`config.mk`:
```
export PLATFORM = sky130hd
export DESIGN_NAME = mem_access_unit
export DESIGN_NICKNAME = d
export VERILOG_FILES = /design/src/rtl/mem_access_unit.sv
export SDC_FILE = /design/constraint.sdc
export NUM_CORES = 1
export LEC_CHECK = 0
export CORE_MARGIN = 8
export CORE_UTILIZATION = 45
export CTS_BUF_LIST = sky130_fd_sc_hd__clkbuf_8
export DETAILED_ROUTE_END_ITERATION = 8
export PLACE_DENSITY = 0.82
export SLEW_MARGIN = 20
export SYNTH_ARGS = -nofsm -noshare
export SYNTH_HDL_FRONTEND = slang
export SYNTH_SLANG_ARGS = --single-unit
```
`constraint.sdc`:
```
create_clock -name clk -period 2.1 [get_ports clk]
set_clock_uncertainty 0.05 [all_clocks]
set_input_delay 0.21 -clock clk [delete_from_list [all_inputs] [get_ports clk]]
set_output_delay 0.21 -clock clk [all_outputs]
set_load 0.02 [all_outputs]
```
`src/rtl/mem_access_unit.sv`:
```
// Load/store unit for the MEM stage: drives a single-outstanding data memory request,
// stalls the pipeline until completion, and reports misaligned accesses and timeouts.
module mem_access_unit #(
  parameter int TIMEOUT = 255
) (
  input  logic        clk,
  input  logic        rst,
  input  logic        MemRead_in,
  input  logic        MemWrite_in,
  input  logic [1:0]  Size_in,
  input  logic        Unsigned_in,
  input  logic [31:0] Addr_in,
  input  logic [31:0] WriteData_in,
  input  logic        dm_ack,
  input  logic [31:0] dm_rdata,
  output logic        dm_req,
  output logic        dm_we,
  output logic [31:0] dm_addr,
  output logic [3:0]  dm_be,
  output logic [31:0] dm_wdata,
  output logic [31:0] MemData_o,
  output logic        MEM_Stall,
  output logic        AddrErr,
  output logic        BusErr
);

  localparam logic [1:0] ST_IDLE = 2'd0;
  localparam logic [1:0] ST_WAIT = 2'd1;
  localparam logic [1:0] ST_DONE = 2'd2;

  logic [1:0]  r_state;
  logic [7:0]  r_cnt;
  logic [1:0]  r_lane;
  logic [1:0]  r_size;
  logic        r_unsigned;
  logic        r_is_read;
  logic        r_dm_req;
  logic        r_dm_we;
  logic [31:0] r_dm_addr;
  logic [3:0]  r_dm_be;
  logic [31:0] r_dm_wdata;
  logic [31:0] r_mem_data;
  logic        r_addr_err;
  logic        r_bus_err;

  logic        w_access;
  logic        w_misaligned;
  logic [3:0]  w_be;
  logic [31:0] w_wdata;
  logic [7:0]  w_byte;
  logic [15:0] w_half;
  logic [31:0] w_load;
  logic        w_timeout;

  assign w_access     = MemRead_in | MemWrite_in;
  // Reserved size 11 behaves as a word, hence Size_in[1] alone selects word checks.
  assign w_misaligned = ((Size_in == 2'b01) & Addr_in[0]) | (Size_in[1] & (|Addr_in[1:0]));
  assign w_timeout    = (r_cnt == 8'(TIMEOUT - 1));

  always_comb begin
    w_be    = 4'b1111;
    w_wdata = WriteData_in;
    case (Size_in)
      2'b00: begin
        w_be    = 4'b0001 << Addr_in[1:0];
        w_wdata = {4{WriteData_in[7:0]}};
      end
      2'b01: begin
        w_be    = Addr_in[1] ? 4'b1100 : 4'b0011;
        w_wdata = {2{WriteData_in[15:0]}};
      end
      default: ;
    endcase
  end

  // Load lane selection uses the offset captured at request time, not the live inputs.
  always_comb begin
    w_byte = dm_rdata[7:0];
    case (r_lane)
      2'd1:    w_byte = dm_rdata[15:8];
      2'd2:    w_byte = dm_rdata[23:16];
      2'd3:    w_byte = dm_rdata[31:24];
      default: w_byte = dm_rdata[7:0];
    endcase
    w_half = r_lane[1] ? dm_rdata[31:16] : dm_rdata[15:0];
    case (r_size)
      2'b00:   w_load = {{24{~r_unsigned & w_byte[7]}}, w_byte};
      2'b01:   w_load = {{16{~r_unsigned & w_half[15]}}, w_half};
      default: w_load = dm_rdata;
    endcase
  end

  always_ff @(posedge clk) begin
    if (rst) begin
      r_state    <= ST_IDLE;
      r_cnt      <= 8'd0;
      r_lane     <= 2'd0;
      r_size     <= 2'd0;
      r_unsigned <= 1'b0;
      r_is_read  <= 1'b0;
      r_dm_req   <= 1'b0;
      r_dm_we    <= 1'b0;
      r_dm_addr  <= 32'd0;
      r_dm_be    <= 4'd0;
      r_dm_wdata <= 32'd0;
      r_mem_data <= 32'd0;
      r_addr_err <= 1'b0;
      r_bus_err  <= 1'b0;
    end else begin
      r_addr_err <= 1'b0;
      r_bus_err  <= 1'b0;
      case (r_state)
        ST_IDLE: begin
          if (w_access) begin
            if (w_misaligned) begin
              r_addr_err <= 1'b1;
              r_mem_data <= 32'd0;
            end else begin
              r_dm_req   <= 1'b1;
              r_dm_we    <= MemWrite_in;
              r_dm_addr  <= {Addr_in[31:2], 2'b00};
              // Byte enables qualify writes only; loads always fetch the full word.
              r_dm_be    <= MemWrite_in ? w_be : 4'b0000;
              r_dm_wdata <= w_wdata;
              r_cnt      <= 8'd0;
              r_lane     <= Addr_in[1:0];
              r_size     <= Size_in;
              r_unsigned <= Unsigned_in;
              r_is_read  <= MemRead_in & ~MemWrite_in;
              r_state    <= ST_WAIT;
            end
          end
        end
        ST_WAIT: begin
          if (dm_ack) begin
            r_dm_req <= 1'b0;
            if (r_is_read) r_mem_data <= w_load;
            r_state  <= ST_DONE;
          end else if (w_timeout) begin
            r_dm_req   <= 1'b0;
            r_bus_err  <= 1'b1;
            r_mem_data <= 32'd0;
            r_state    <= ST_DONE;
          end else begin
            r_cnt <= r_cnt + 8'd1;
          end
        end
        ST_DONE: r_state <= ST_IDLE;
        default: r_state <= ST_IDLE;
      endcase
    end
  end

  assign MEM_Stall = ~rst & (((r_state == ST_IDLE) & w_access & ~w_misaligned) |
                             (r_state == ST_WAIT));
  assign dm_req    = r_dm_req;
  assign dm_we     = r_dm_we;
  assign dm_addr   = r_dm_addr;
  assign dm_be     = r_dm_be;
  assign dm_wdata  = r_dm_wdata;
  assign MemData_o = r_mem_data;
  assign AddrErr   = r_addr_err;
  assign BusErr    = r_bus_err;

endmodule
```
==> results.json, run 1 <==
{
  "die-area_um2": 15200,
  "synth_top_cell_by_area": "dfxtp_1",
  "worstReg2RegStart": "r_cnt[0]",
  "netlist-cell-type-count": 48,
  "path_buf_inv": 1,
  "synth_ff_type": "dfxtp_1",
  "route.detailed.drc": 0,
  "cp_max_fo": 31,
  "critical_path_arrival_ns": 2.25,
  "cts-hold-fix-buffers": 0,
  "area_delta_synth_final_pct": 50.9,
  "path_class": "flop to flop",
  "cp-end-kind": "flop",
  "rsz0062_at_grt": "no",
  "start_util": 0.458,
  "seq_area_um2": 2360,
  "wire_per_inst_um": 17.3,
  "grt_first_pass_wirelength_um": 26900,
  "synth_seq_area_share": 0.456,
  "ioPinCount": 209,
  "synth_area_per_cell_um2": 8.21,
  "grt_max_degree": 72,
  "nFillCells": 943,
  "postSynth.asyncResetShare": 0,
  "syn_inst": 631,
  "core_area_um2": 11300,
  "netlist_area_um2": 5180,
  "ant_nets": 0,
  "grt_pass1_vias": 5294,
  "synth_top_area_frac": 0.456,
  "io_buffers": 206,
  "antenna_found_initial": 0,
  "synth_edf_count": 0,
  "cts_made_buffers": 17,
  "synth_warnings": 0,
  "p_leak_uw": 0.00297,
  "max-vdd-ir-drop_uv": 470,
  "p_total_uw": 5620,
  "vias_per_cell": 5.41,
  "slowest_stage": "nor2_4",
  "cp-start-kind": "flop",
  "final_util": 0.690,
  "crit_family": "simple AND/OR/NAND/NOR gates",
  "min_period_ns": 1.93,
  "first_iter_violations": 396,
  "setup_violations": 0,
  "drive_above_1_share": 0.0921,
  "die_h_um": 123,
  "fp.dieW_um": 123,
  "num_antenna_cells": 0,
  "nets": 940,
  "dr.pass1.iters": 5,
  "status": "completed",
  "wirelength_um": 17200,
  "dpl.hpwl_um": 12800,
  "grt.overflow.total": 0,
  "path_clk_slew_ns": 0.08,
  "final_cells": 990,
  "cts_tree": "done",
  "worstMarginPinSlew_ns": 0.745,
  "critPathMaxStageDelay_ns": 0.56,
  "hold_viol": 0,
  "cts_sinks": 118,
  "slew_viol_final": 0,
  "hold_path.startpoint": "rst",
  "slew_headroom": 0.503,
  "grt.total_usage": 0.222,
  "cap_violations": 0,
  "synth-seq-cells": 118,
  "critPathRequiredTime_ns": 2.43,
  "synthTopCellsByArea": "dfxtp_1, nand2_1, a21oi_1",
  "num_vias": 5359,
  "crit_path_start": "r_cnt[0]",
  "power_density_nw_per_um2": 719,
  "multi_input_area_um2": 2590,
  "fmax_ghz": 0.518,
  "worstPathCellList": "inv_1, ha_1, nand3_1, o21ai_2, nor3b_4, nor2_4, a22o_1",
  "dpl.cell_count": 958,
  "hold_class": "primary input to flop",
  "num_rows": 39,
  "insertion_delay_ns": 0.44,
  "cts_max_level": 4,
  "routabilityCongestion": 0.851,
  "clock_path_buffers": 2,
  "post-cts-setup-buffers": 0,
  "fin_crit_sh": 0.919,
  "root_buffer": "clkbuf_8"
}
cell usage in the layout, fill, tap and decap left out, types with 8 or more instances in the layout:
cell type / instances
a211oi_1: 12
a22o_1: 31
a311oi_1: 8
mux2i_1: 24
nand2_1: 169
clkbuf_8: 17
a21oi_1: 76
clkdlybuf4s50_1: 204
nor2_1: 39
nor2b_1: 10
o21ai_0: 27
dfxtp_1: 118
buf_4: 25
flip-flops by register name (all words and copies together), names as in the netlist:
| name | cells |
|---|---|
| r_lane | 2 |
| dm_addr | 30 |
| dm_wdata | 32 |
| AddrErr | 1 |
| r_state | 2 |
| dm_req | 1 |
| dm_we | 1 |
| dm_be | 4 |
| r_is_read | 1 |
| r_unsigned | 1 |
| r_cnt | 8 |
| MemData_o | 32 |
| BusErr | 1 |
| r_size | 2 |
per-layer routing:
metal  part of all wire  GRT usage  wire [um]
met1               0.39      0.250       6640
met2               0.50      0.375       8540
met5                  0          0          0
met3              0.082     0.0653       1410
met4              0.033      0.116        573
logic make-up after synthesis:
kind of cell	after synthesis	share of synthesized area
AO/OA/AOI/OAI	169	0.208
XOR/XNOR	7	0.0118
adder cells (fa/ha/maj)	2	0.00483
buffers and inverters	55	0.0510
flip-flops	118	0.456
multiplexers	32	0.0659
other	1	0.000724
AND/OR/NAND/NOR	247	0.202
report_power, final:
part / leakage, uW / internal (uW) / switching, uW / total, uW
Sequential: 0.000962 / 2360 / 74.0 / 2430
Clock: 0.000184 / 936 / 971 / 1910
Combinational: 0.00183 / 600 / 676 / 1280
metrics by stage:
stage / area (um2) / setup slack, ns / setup TNS, ns / hold WS, ns
2_1_floorplan: 5180 / 0.368 / 0 / 0.296
3_3_place_gp: 7450 / -0.339 / -11.42 / 0.392
3_5_place_dp: 7450 / -0.104 / -2.66 / 0.396
4_1_cts: 7820 / 0.0846 / 0 / 0.0695
5_1_grt: 7820 / 0.0625 / 0 / 0.0846
6_report: 7820 / 0.171 / 0 / 0.0984
what timing repair did:
action,4_1_cts,5_1_grt
hold endpoints to repair,0,0
endpoints found under the setup margin,1,1
gates resized for setup,1,2
final timing paths:
kind                                      end  slack (ns)  cells past startpoint
worst max-delay path            MemData_o[27]        0.17                      7
worst min-delay path                   dm_req         0.1                      2
worst max register to register  MemData_o[27]        0.17                      7
worst min register to register    dm_addr[30]        0.40                      2
worst reg2reg max path: stages (launching register included):
cell and delay [ns]:
dfxtp_1 0.35, inv_1 0.05, ha_1 0.19, nand3_1 0.13, o21ai_2 0.08, nor3b_4 0.18, nor2_4 0.56, a22o_1 0.28
Yosys cell counts, types with 2 or more instances:
library cell / count
ha_1: 2
nor2_1: 40
buf_1: 6
nor3_1: 4
nand2_1: 169
buf_4: 3
o21ai_0: 27
a311oi_1: 8
buf_2: 13
nand3_1: 5
a22o_1: 31
nand2b_1: 6
a21oi_1: 76
xnor2_1: 7
mux2i_1: 24
mux2_2: 7
nor3b_1: 3
buf_6: 4
nor2b_1: 10
o22ai_1: 2
inv_1: 4
dfxtp_1: 118
a211oi_1: 12
a21boi_0: 2
clkbuf_1: 25
layout make-up:
type | count | share of cell area
clock buffers | 17 | 0.0299
clock inverters | 15 | 0.0170
inverters | 4 | 0.00192
multi-input cells | 459 | 0.332
flip-flops and latches | 118 | 0.302
well taps | 143 | 0.0229
repair buffers | 234 | 0.294
No activity file was read; power rests on OpenSTA's default activity.
==> run 2: changes to the inputs <==
--- a/config.mk
+++ b/config.mk
@@ -9,7 +9,7 @@
 export CORE_UTILIZATION = 45
 export CTS_BUF_LIST = sky130_fd_sc_hd__clkbuf_8
 export DETAILED_ROUTE_END_ITERATION = 8
-export PLACE_DENSITY = 0.82
+export PLACE_DENSITY = 0.83
 export SLEW_MARGIN = 20
 export SYNTH_ARGS = -nofsm -noshare
 export SYNTH_HDL_FRONTEND = slang
==> run 2 against run 1 <==
  * Hold slack improved by 0.17 ns
  * Setup slack got worse by 0.024 ns
  * Routed wire length decreased by 2.7%
  * Register-to-register slack about the same
  * Final area increased by 0.85%
  * Final cell count decreased by 0.20%
  * Via count decreased by 1.6%
  * Clock-buffer cell count increased by 3
  * Critical endpoint is now MEM_Stall
  * Highest routed layer unchanged
==> results.json, run 2 (synthesis results as in run 1) <==
{
  "cts_sinks": 118,
  "cp_max_fo": 4,
  "grt.total_usage": 0.217,
  "io_buffers": 206,
  "cp-start-kind": "flop",
  "worst_slack_ns": 0.147,
  "fin_crit_sh": 0.930,
  "hold_viol": 0,
  "status": "completed",
  "num_rows": 39,
  "num_vias": 5274,
  "nets": 938,
  "fp.dieW_um": 123,
  "core_area_um2": 11300,
  "cts_made_buffers": 17,
  "drive_above_1_share": 0.0911,
  "cap_violations": 0,
  "dpl.hpwl_um": 12500,
  "nFillCells": 927,
  "critPathRequiredTime_ns": 1.84,
  "final_cells": 988,
  "grt_first_pass_wirelength_um": 26200,
  "worstMarginPinSlew_ns": 0.723,
  "root_buffer": "clkbuf_8",
  "hold_class": "primary input to flop",
  "max-vdd-ir-drop_uv": 448,
  "dr.pass1.iters": 4,
  "fmax_ghz": 0.512,
  "path_clk_slew_ns": 0.07,
  "dp_slack_ns": -0.146,
  "slew_viol_final": 0,
  "path_class": "flop to output pin",
  "cts_tree": "done",
  "grt_max_degree": 47,
  "final_common_cell": "clkdlybuf4s50_1",
  "antenna_found_initial": 0,
  "routabilityCongestion": 0.879,
  "die_h_um": 123,
  "p_leak_uw": 0.00299,
  "ant_nets": 0,
  "insertion_delay_ns": 0.43,
  "setup_tns_ns": 0,
  "cts_max_level": 4,
  "critical_path_arrival_ns": 1.69,
  "grt.overflow.total": 0,
  "wirelength_um": 16700,
  "vias_per_cell": 5.34,
  "final_cell_mix": "clkdlybuf4s50_1, nand2_1, dfxtp_1",
  "final_area_um2": 7880,
  "area_delta_synth_final_pct": 52.1,
  "post-cts-setup-buffers": 0,
  "wire_per_inst_um": 16.9,
  "setup_violations": 0,
  "place_area_um2": 7450,
  "cp-end-kind": "output pin",
  "p_total_uw": 5900,
  "route.detailed.drc": 0,
  "clock_path_buffers": 2,
  "num_antenna_cells": 0,
  "dpl.cell_count": 956,
  "ioPinCount": 209,
  "start_util": 0.458,
  "power_density_nw_per_um2": 748,
  "first_iter_violations": 374,
  "slew_headroom": 0.517,
  "min_period_ns": 1.95,
  "grt_pass1_vias": 5309,
  "die-area_um2": 15200,
  "rsz0062_at_grt": "no"
}
## run 2: cell count changes in the layout (fill, tap and decap cells not counted), moves of 2 or more
cell        before  now
clkinvlp_4       3    5
nor2_2           0    2
bufinv_16        1    3
clkbuf_8        17   20
buf_4           25   22
inv_6            2    0
clkinv_4         5    1
## run 2: where the power goes
group | leakage, uW | total [uW] | switching (uW) | internal, uW
clock | 0.000203 | 2190 | 928 | 1260
sequential | 0.000962 | 2430 | 73.9 | 2360
combinational | 0.00182 | 1270 | 673 | 602
total | 0.00299 | 5900 | 1670 | 4220
## run 2: critical path, cell delays in order (launching register included)
cell	delay [ns]
dfxtp_1	0.36
nor2_2	0.22
o2111ai_4	0.14
a21oi_1	0.16
dlygate4sd2_1	0.38
## run 2: what timing repair did
| action | in CTS | in global routing |
|---|---|---|
| resized for setup | 1 | 2 |
| setup endpoints to repair | 1 | 32 |
| hold buffers | 0 | 0 |
## run 2: path summary, 6_finish.rpt
check                   start             to  slack (ns)  cells after the start
setup / recovery   r_state[1]      MEM_Stall        0.15                      4
hold / removal    Addr_in[30]    dm_addr[30]        0.27                      3
hold reg to reg      dm_be[3]       dm_be[3]        0.40                      2
setup reg to reg     r_cnt[0]  MemData_o[27]        0.17                      8
## run 2: metrics by stage
step	hold WS, ns	utilization
after floorplan	0.296	-
after global placement	0.391	0.658
after detailed placement	0.394	0.658
after CTS	0.252	0.695
after global routing	0.271	0.696
final	0.272	0.696
## run 2: area by class of cell
cell class                 count  area [um2]  share of cell area
timing repair buffer         232        2300               0.292
tap                          143         179              0.0227
clock buffer                  20         275              0.0349
clock inverter                12         151              0.0192
multi-input combinational    459        2600               0.330
inverter                       4        15.0             0.00191
sequential                   118        2360               0.300
## run 2: metal layers
| layer | vias up | part of all wire | GRT usage |
|---|---|---|---|
| met5 | - | 0 | 0 |
| met4 | 0 | 0.024 | 0.0910 |
| met3 | 31 | 0.091 | 0.0795 |
| met2 | 182 | 0.50 | 0.373 |
| met1 | 2495 | 0.38 | 0.236 |
| li1 | 2566 | - | - |
==> run 3: changes to the inputs <==
==> constraint.sdc (replaced) <==
create_clock -name clk -period 2.2 [get_ports clk]
set_clock_uncertainty 0.05 [all_clocks]
set_input_delay 0.22 -clock clk [delete_from_list [all_inputs] [get_ports clk]]
set_output_delay 0.22 -clock clk [all_outputs]
set_load 0.02 [all_outputs]
==> run 3 against run 2 <==
  * Register-to-register slack lost 0.02 ns
  * Total power rose by 0.36%
  * Via count is 0.32% lower
  * Setup slack worse by 0.023 ns
  * Sequential share of layout area shrank 0.057 points
  * Final cell count is 0.10% lower
  * Die area did not move
  * Utilization is 0.13 points higher
  * Hold slack got worse by 0.18 ns
  * Sequential cell count stayed put
  * Combinational power decreased by 6%
==> results.json, run 3 (synthesis results as in run 1) <==
{
  "worstReg2RegStart": "r_cnt[1]",
  "grt_first_pass_wirelength_um": 26100,
  "final_cell_mix": "clkdlybuf4s50_1, nand2_1, dfxtp_1",
  "ant_nets": 0,
  "start_util": 0.458,
  "first_iter_violations": 495,
  "vias_per_cell": 5.33,
  "cp-start-kind": "primary input",
  "cts_max_level": 4,
  "hold_class": "primary input to flop",
  "worst_slack_ns": 0.124,
  "worstMarginPinSlew_ns": 0.690,
  "status": "completed",
  "num_rows": 39,
  "num_vias": 5257,
  "core_area_um2": 11300,
  "cap_violations": 0,
  "root_buffer": "clkbuf_8",
  "clock_path_buffers": 2,
  "fin_crit_sh": 0.944,
  "post-cts-setup-buffers": 0,
  "die_h_um": 123,
  "path_class": "primary input to output pin",
  "cts_tree": "done",
  "hold_path.startpoint": "rst",
  "worstPathCellList": "clkdlybuf4s50_1, o21ai_1, buf_4, o2111ai_4, a21oi_1, buf_4",
  "io_buffers": 206,
  "setup_tns_ns": 0,
  "critical_path_arrival_ns": 1.81,
  "num_antenna_cells": 0,
  "route.detailed.drc": 0,
  "path_buf_inv": 3,
  "cts_sinks": 118,
  "setup_violations": 0,
  "wire_per_inst_um": 17.2,
  "min_period_ns": 2.08,
  "dr.pass1.iters": 5,
  "reg2reg_setup_slack_ns": 0.15,
  "p_leak_uw": 0.00303,
  "grt_max_degree": 52,
  "path_clk_slew_ns": 0.06,
  "final_area_um2": 7900,
  "insertion_delay_ns": 0.43,
  "drive_above_1_share": 0.0865,
  "min_to": "dm_req",
  "slowest_stage": "clkdlybuf4s50_1",
  "critPathRequiredTime_ns": 1.93,
  "worstReg2RegEnd": "MemData_o[28]",
  "power_density_nw_per_um2": 750,
  "holdPathStages": 2,
  "grt.total_usage": 0.218,
  "crit_top_cell": "buf_4",
  "die-area_um2": 15200,
  "fp.dieW_um": 123,
  "place_area_um2": 7410,
  "max-vdd-ir-drop_uv": 549,
  "rsz0062_at_grt": "no",
  "cp-end-kind": "output pin",
  "slew_headroom": 0.539,
  "wirelength_um": 17000,
  "final_cells": 987,
  "cts-hold-fix-buffers": 0,
  "ioPinCount": 209,
  "antenna_found_initial": 0,
  "routabilityCongestion": 0.862,
  "critPathMaxStageDelay_ns": 0.45,
  "rr_worst_depth": 7,
  "dp_slack_ns": 0.0739,
  "hold_viol": 0,
  "dpl.cell_count": 955,
  "grt.overflow.total": 0,
  "cts_resized": 0,
  "grt_pass1_vias": 5243,
  "final_common_cell": "clkdlybuf4s50_1",
  "fmax_ghz": 0.482,
  "dpl.hpwl_um": 12500,
  "cp_max_fo": 12,
  "area_delta_synth_final_pct": 52.4,
  "crit_family": "buffers and inverters",
  "nets": 937,
  "slew_viol_final": 0,
  "cts_made_buffers": 17
}
==> run 3: power by group <==
part	switching [uW]	internal, uW	leakage, uW
Clock	856	1540	0.000254
Combinational	636	565	0.00181
Sequential	72.2	2250	0.000962
Total	1560	4350	0.00303
==> run 3: how the worst max path moves through the flow <==
stage	start	end	cells past startpoint
detailed placement	dm_rdata[31]	MemData_o[28]	6
global placement	Addr_in[0]	MEM_Stall	6
finish	Addr_in[0]	MEM_Stall	6
CTS	r_state[0]	MEM_Stall	4
floorplan	r_cnt[0]	MemData_o[22]	8
global route	r_cnt[1]	MemData_o[24]	7
==> run 3: metal layers <==
layer	up-vias	wire (um)	track usage	share of wire
li1	2572	-	-	-
met5	-	0	0	0
met4	0	246	0.0880	0.015
met2	211	8580	0.380	0.51
met3	23	1510	0.0689	0.089
met1	2451	6610	0.242	0.39
==> run 3: through the flow <==
step	power (uW)	util	hold slack, ns
after floorplan	3000	-	0.306
after global placement	3530	0.655	0.391
after detailed placement	3570	0.655	0.396
after CTS	5960	0.697	0.0641
after global routing	6150	0.698	0.122
final	5920	0.698	0.0966
==> run 3: worst reg2reg max path: cells and delay by family (launching register included) <==
family	cells	cell delay, ns
AOI/OAI and AO/OA	2	0.59
DFF	1	0.40
adders and majority gates	1	0.20
buffers and inverters	1	0.18
and+or+nand+nor	3	0.53
==> run 3: final cells by class <==
class | count | area, um2
Clock buffer | 20 | 275
Clock inverter | 12 | 208
Fill cell | 901 | 3420
Inverter | 4 | 15.0
Multi-Input combinational cell | 459 | 2590
Sequential cell | 118 | 2360
Tap cell | 143 | 179
Timing Repair Buffer | 231 | 2270
